===== config.mk =====
export PLATFORM = sky130hd
export DESIGN_NAME = dpll_scheduler
export DESIGN_NICKNAME = d
export VERILOG_FILES = /design/src/rtl/dpll_scheduler.sv
export SDC_FILE = /design/constraint.sdc
export NUM_CORES = 2
export LEC_CHECK = 0
export ABC_AREA = 1
export CORE_UTILIZATION = 53
export DETAILED_ROUTE_END_ITERATION = 10
export MAX_ROUTING_LAYER = met4
export PLACE_DENSITY = 0.73
export SLEW_MARGIN = 20
export SYNTH_ARGS = -nofsm -noshare
export SYNTH_HDL_FRONTEND = slang
export SYNTH_SLANG_ARGS = --single-unit

===== constraint.sdc =====
create_clock -name clock -period 17.4 [get_ports clock]
set_input_delay 2.61 -clock clock [delete_from_list [all_inputs] [get_ports clock]]
set_output_delay 2.61 -clock clock [all_outputs]
set_load 0.02 [all_outputs]

===== src/rtl/dpll_scheduler.sv =====
// DPLL search controller: sequences the simplification kernel and literal propagator,
// keeps a bounded decision stack and backtracks on conflict. Optional statistics: DPLL_STATS_EN.
module dpll_scheduler #(
  parameter int NUM_VARS    = 8,
  parameter int NUM_CLAUSES = 8,
  parameter int DEPTH       = 8,
  localparam int VW         = $clog2(NUM_VARS),
  localparam int FORM_W     = 2 * NUM_VARS * NUM_CLAUSES,
  localparam int LIT_W      = VW + 2,
  localparam int SP_W       = $clog2(DEPTH + 1)
) (
  input  logic              clock,
  input  logic              reset,
  input  logic              start,
  input  logic [FORM_W-1:0] in_formula,
  output logic              done,
  output logic              sat,
  output logic              unsat,
  output logic              overflow,
  output logic              busy,
  output logic              kern_find,
  output logic [FORM_W-1:0] kern_formula,
  input  logic              kern_ended,
  input  logic              kern_sat,
  input  logic              kern_unsat,
  input  logic [FORM_W-1:0] kern_out_formula,
  output logic              prop_find,
  output logic [FORM_W-1:0] prop_formula,
  output logic [LIT_W-1:0]  prop_lit,
  input  logic              prop_ended,
  input  logic              prop_empty_clause,
  input  logic              prop_empty_formula,
  input  logic [FORM_W-1:0] prop_out_formula
`ifdef DPLL_STATS_EN
  ,
  output logic [15:0]       decisions,
  output logic [15:0]       backtracks,
  output logic [SP_W-1:0]   max_depth
`endif
);

  localparam int AW = (DEPTH > 1) ? $clog2(DEPTH) : 1;
  localparam logic [LIT_W-1:0] NEG_MASK = LIT_W'(1) << VW;

  typedef enum logic [3:0] {
    S_IDLE, S_KSTART, S_KWAIT, S_KEVAL, S_PICK, S_PUSH, S_PSTART,
    S_PWAIT, S_PEVAL, S_BACKTRACK, S_FIN_SAT, S_FIN_UNSAT, S_FIN_OVF
  } state_t;

  state_t            state, state_next;
  logic [FORM_W-1:0] w;
  logic [LIT_W-1:0]  l;
  logic              ks, ku, pec, pef;
  logic [SP_W-1:0]   sp;

  logic [FORM_W-1:0] stk_form [DEPTH];
  logic [LIT_W-1:0]  stk_lit  [DEPTH];
  logic              stk_flip [DEPTH];

  logic [NUM_VARS-1:0] var_mask;
  logic [VW-1:0]       pick_var;
  logic                var_any;
  logic [LIT_W-1:0]    dec_lit;
  logic [AW-1:0]       push_idx, top_idx;
  logic                top_flip;

  logic do_capture, do_klatch, do_platch, do_push, do_pop, do_flip;

  // A variable is present if either polarity bit is set in any clause.
  always_comb begin
    var_mask = '0;
    for (int v = 0; v < NUM_VARS; v++)
      for (int c = 0; c < NUM_CLAUSES; c++)
        var_mask[v] = var_mask[v] | w[c*2*NUM_VARS + 2*v] | w[c*2*NUM_VARS + 2*v + 1];
  end

  always_comb begin
    pick_var = '0;
    for (int v = NUM_VARS - 1; v >= 0; v--)
      if (var_mask[v]) pick_var = VW'(v);
  end

  assign var_any  = |var_mask;
  assign dec_lit  = {1'b1, 1'b0, pick_var};
  assign push_idx = AW'(sp);
  assign top_idx  = AW'(sp - SP_W'(1));
  assign top_flip = stk_flip[top_idx];

  always_comb begin
    // NOTE: every output of this block gets a default first so no latch is inferred.
    state_next = state;
    do_capture = 1'b0;
    do_klatch  = 1'b0;
    do_platch  = 1'b0;
    do_push    = 1'b0;
    do_pop     = 1'b0;
    do_flip    = 1'b0;
    case (state)
      S_IDLE:   if (start) begin do_capture = 1'b1; state_next = S_KSTART; end
      S_KSTART: state_next = S_KWAIT;
      S_KWAIT:  if (kern_ended) begin do_klatch = 1'b1; state_next = S_KEVAL; end
      S_KEVAL:  state_next = ks ? S_FIN_SAT : (ku ? S_BACKTRACK : S_PICK);
      S_PICK:   state_next = var_any ? S_PUSH : S_FIN_SAT;
      S_PUSH: begin
        if (sp == SP_W'(DEPTH)) state_next = S_FIN_OVF;
        else begin do_push = 1'b1; state_next = S_PSTART; end
      end
      S_PSTART: state_next = S_PWAIT;
      S_PWAIT:  if (prop_ended) begin do_platch = 1'b1; state_next = S_PEVAL; end
      S_PEVAL:  state_next = pef ? S_FIN_SAT : (pec ? S_BACKTRACK : S_KSTART);
      S_BACKTRACK: begin
        if (sp == '0)    state_next = S_FIN_UNSAT;
        else if (top_flip) do_pop = 1'b1;
        else begin do_flip = 1'b1; state_next = S_PSTART; end
      end
      S_FIN_SAT, S_FIN_UNSAT, S_FIN_OVF: state_next = S_IDLE;
      default:  state_next = S_IDLE;
    endcase
  end

  always_ff @(posedge clock) begin
    // NOTE: sequential state uses non-blocking assignments so every register samples pre-edge values.
    if (!reset) begin
      state    <= S_IDLE;
      w        <= '0;
      l        <= '0;
      ks       <= 1'b0;
      ku       <= 1'b0;
      pec      <= 1'b0;
      pef      <= 1'b0;
      sp       <= '0;
      sat      <= 1'b0;
      unsat    <= 1'b0;
      overflow <= 1'b0;
    end else begin
      state <= state_next;
      if (do_capture) begin
        w        <= in_formula;
        sp       <= '0;
        sat      <= 1'b0;
        unsat    <= 1'b0;
        overflow <= 1'b0;
      end
      if (do_klatch) begin
        w  <= kern_out_formula;
        ks <= kern_sat;
        ku <= kern_unsat;
      end
      if (do_platch) begin
        w   <= prop_out_formula;
        pec <= prop_empty_clause;
        pef <= prop_empty_formula;
      end
      if (do_push) begin
        sp <= sp + SP_W'(1);
        l  <= dec_lit;
      end
      if (do_pop) sp <= sp - SP_W'(1);
      if (do_flip) begin
        w <= stk_form[top_idx];
        l <= stk_lit[top_idx] ^ NEG_MASK;
      end
      // Result flags are set on entry to the FIN state so they are valid alongside done.
      if (state_next == S_FIN_SAT)   sat      <= 1'b1;
      if (state_next == S_FIN_UNSAT) unsat    <= 1'b1;
      if (state_next == S_FIN_OVF)   overflow <= 1'b1;
    end
  end

  // NOTE: the stack has no reset; entries are only read below sp, and every entry is written on push first.
  always_ff @(posedge clock) begin
    if (reset && do_push) begin
      stk_form[push_idx] <= w;
      stk_lit[push_idx]  <= dec_lit;
      stk_flip[push_idx] <= 1'b0;
    end else if (reset && do_flip) begin
      stk_flip[top_idx] <= 1'b1;
    end
  end

`ifdef DPLL_STATS_EN
  always_ff @(posedge clock) begin
    if (!reset || do_capture) begin
      decisions  <= '0;
      backtracks <= '0;
      max_depth  <= '0;
    end else begin
      if (do_push && decisions != '1)  decisions  <= decisions + 16'd1;
      if (do_flip && backtracks != '1) backtracks <= backtracks + 16'd1;
      if (do_push && (sp + SP_W'(1)) > max_depth) max_depth <= sp + SP_W'(1);
    end
  end
`endif

  assign done         = (state == S_FIN_SAT) || (state == S_FIN_UNSAT) || (state == S_FIN_OVF);
  assign busy         = (state != S_IDLE);
  assign kern_find    = (state == S_KSTART);
  assign kern_formula = w;
  assign prop_find    = (state == S_PSTART);
  assign prop_formula = w;
  assign prop_lit     = l;

endmodule

==> results.md <==
* Synthesized area at 50,100 µm²
* Number of distinct library cells after synthesis at 34
* Clk_lat worst skew at 0.69 ns
* 1st-pass router iterations at 5
* Postcts setup bufs at 0
* NetSw at 1.71 mW
* Fin crit share at 35.5%
* Routed via count at 36,406
* Req. time, crit path at 18.00 ns
* Synthesized Nets at 4,645
* Area leader, netlist: edfxtp_1
* Peak supply drop at 0.0819 mV
* TNS Setup at 0 ns
* Seq pwr share at 51.9%
* Hold Vio Cnt, Final at 0
* Core area at 93,500 µm²
* Min Tclk post-route at 6.18 ns
* H-Tree Depth at 3
* Worst-path cell chain: inv_8 -> ha_4 -> inv_8 -> nand3_1 -> nand3_1 -> nand2_1 -> nand2_8 -> inv_4 -> buf_4 -> o21ai_0 -> a31oi_1
* Clock Skew at 0.0297 ns
* CP max-delay cell: inv_4
* Post-Synth XOR/XNOR Area at 0.100%
* Antenna viol nets, final at 0
* Worst Path Class, Setup: flip-flop to flip-flop
* Synth Area in Adders at 0.0500%
* Sequential area share after synthesis at 69.3%
* Die ar. at 95,700 µm²
* Yosys reg bits at 1,204
* Area growth, synth to finish at 20.3%
* Largest family of logic cells by synthesized area: compound AO/OA/AOI/OAI gates
* Clock Power Share at 36.1%
* Clock buffer depth at 3
* RSZ-0062 raised after global routing: no
* Share of power burned in combinational logic at 12.0%
* Mux cell area share after synthesis at 0%
* Gr ovfl total at 0
* Peak Freq at 162 MHz
* Initial antenna violation count at 3
* Main synth FF type: edfxtp_1
* Total Routing Usage GR at 29.7%
* Max incr delay on CP at 0.97 ns
* Synth Area in Simple Gates at 9.45%
* Synth Warn # at 0
* Total CTS buffers at 116
* Port Buf Inserts at 660
* DP Cell Count at 5,751
* Crit path DAT at 6.78 ns
* Via density at 6.10
* Final Max Slew Viols at 0
* Routed wire per std cell at 23.7 µm
* CP Max Fanout at 134
* CTS tree: built
* Synth top area share at 63.3%
* Clk slew on worst S/H paths at 0.06 ns
* Area contributors post-synth: edfxtp_1 63%, nand2_1 6.6%, dfxtp_1 5.9%, a21oi_1 5.2%, a221oi_1 4.4%
* Worst Setup End Kind: flip-flop
* Post-synth EDFFs at 1,056
* Slew margin rel. at 23.0%
* Total Routed Length at 141,000 µm
* Fin cells at 5,973
* Hold_buf cts at 0
* Largest net degree at the start of global routing at 225
* Synth Instances at 4,250
* Die H at 309 µm
* Ys async rst share at 0%
* DP Wirelength at 77,500 µm
* Status: finished, final reports clean
* Setup WS post-layout at 11.22 ns
* DR iter-0 viols at 4,018
* Rows at 112
* Routability cong. at 0.840
* Clock sinks at 1,204
* Root Buffer: clkbuf_16
* Hold Path Class: flip-flop to flip-flop
* Power Density at 112 nW/µm²
* Setup-failing EPs final at 0
* Most common cell after layout, fill and taps aside: edfxtp_1
* Layout Nets at 5,010
* Worst setup SP type: flip-flop
* Compound-Gate Fraction of Synth Area at 16.1%
* Commonest non-fill, non-tap cells in the layout: 1,056 x edfxtp_1, 880 x nand2_1, 659 x clkdlybuf4s50_1
* Slew @ Worst Pin at 1.16 ns
* Initial core utilization at 53.6%
* DR DRC count at 0
* Vias in the first global route at 34,491
* Synthesized area per cell at 11.8 µm²
* First-pass GRT wire length at 209,000 µm
* IO Count at 661
* Internal power at 5.05 mW
* Layout cells sized above 1 at 5.17%
* Leakage at 21.5 nW
* Die width at 309 µm
* Pre-CTS WS at 11.15 ns
* Net switching fraction of the power at 25.4%
* Cts repair resizes at 0
* Max_cap viols at 0
cell families after synthesis:
kind of cell	after synthesis
DFF	1204
xor gates and xnor gates	4
AOI/OAI and AO/OA	1325
and+or+nand+nor	1197
buffers and inverters	518
adders and majority gates	2
power groups by stage:
stage               clock [mW]  sequential, mW  combinational (mW)
CTS                       2.46            3.51               0.817
floorplan                    0            3.55               0.394
global placement             0            3.56               0.806
detailed placement           0            3.57               0.813
finish                    2.44            3.51               0.814
global route              2.57            3.53               0.866
metal layers:
layer	vias to the layer above	GRT usage, %	wire length (µm)
met3	256	3.67	11500
met2	1770	47.0	68000
li1	16537	-	-
met1	17843	40.3	57600
met5	-	-	0
met4	0	9.62	4370
through the flow:
step	hold slack, ns	utilization [%]	power [mW]	cell area [µm²]
floorplan	0.437	-	3.94	50100
global placement	0.452	60.5	4.37	56500
detailed placement	0.453	60.5	4.38	56500
CTS	0.468	64.4	6.79	60200
global route	0.493	64.4	6.97	60200
finish	0.469	64.4	6.76	60200
synth_stat cells, drive strengths merged, types with 2 or more instances:
cell type	number
nand3b	2
dfxtp	148
nand3	165
a21oi	523
a31oi	128
inv	56
ha	2
xor2	2
buf	186
nor3	8
clkbuf	275
o21ai	286
a221oi	250
o221ai	6
xnor2	2
nand2	883
nand4	3
o211ai	128
nor2	136
edfxtp	1056
worst paths after layout:
kind	from	end	slack, ns	cells past startpoint
setup reg to reg	sp[0]	kern_formula[12]	11.22	11
hold / removal	pec	pec	0.47	2
hold reg to reg	pec	pec	0.47	2
setup / recovery	sp[0]	kern_formula[12]	11.22	11
state kept, by name, indices dropped and copies added (netlist names), 4 cells and up:
| register | cells |
|---|---|
| stk_form | 1024 |
| kern_formula | 128 |
| stk_lit | 24 |
| stk_flip | 8 |
| prop_lit | 5 |
| sp | 4 |
| state | 4 |
layout make-up:
type | count | area (µm²)
Clock inverter | 60 | 482
Inverter | 57 | 234
Antenna cell | 2 | 5.00
Multi-Input combinational cell | 2528 | 13000
Clock buffer | 160 | 3230
Fill cell | 7002 | 33200
Timing Repair Buffer | 708 | 7030
Tap cell | 1254 | 1570
Sequential cell | 1204 | 34700
worst max-delay path, delay by kind of cell (launching register included):
kind,cells,cell delay (ns)
AO/OA/AOI/OAI,2,0.50
adder cells (fa/ha/maj),1,0.82
buffers and inverters,4,2.57
AND/OR/NAND/NOR,4,1.18
flip-flops,1,0.78
(Power assumes the default switching activity.)
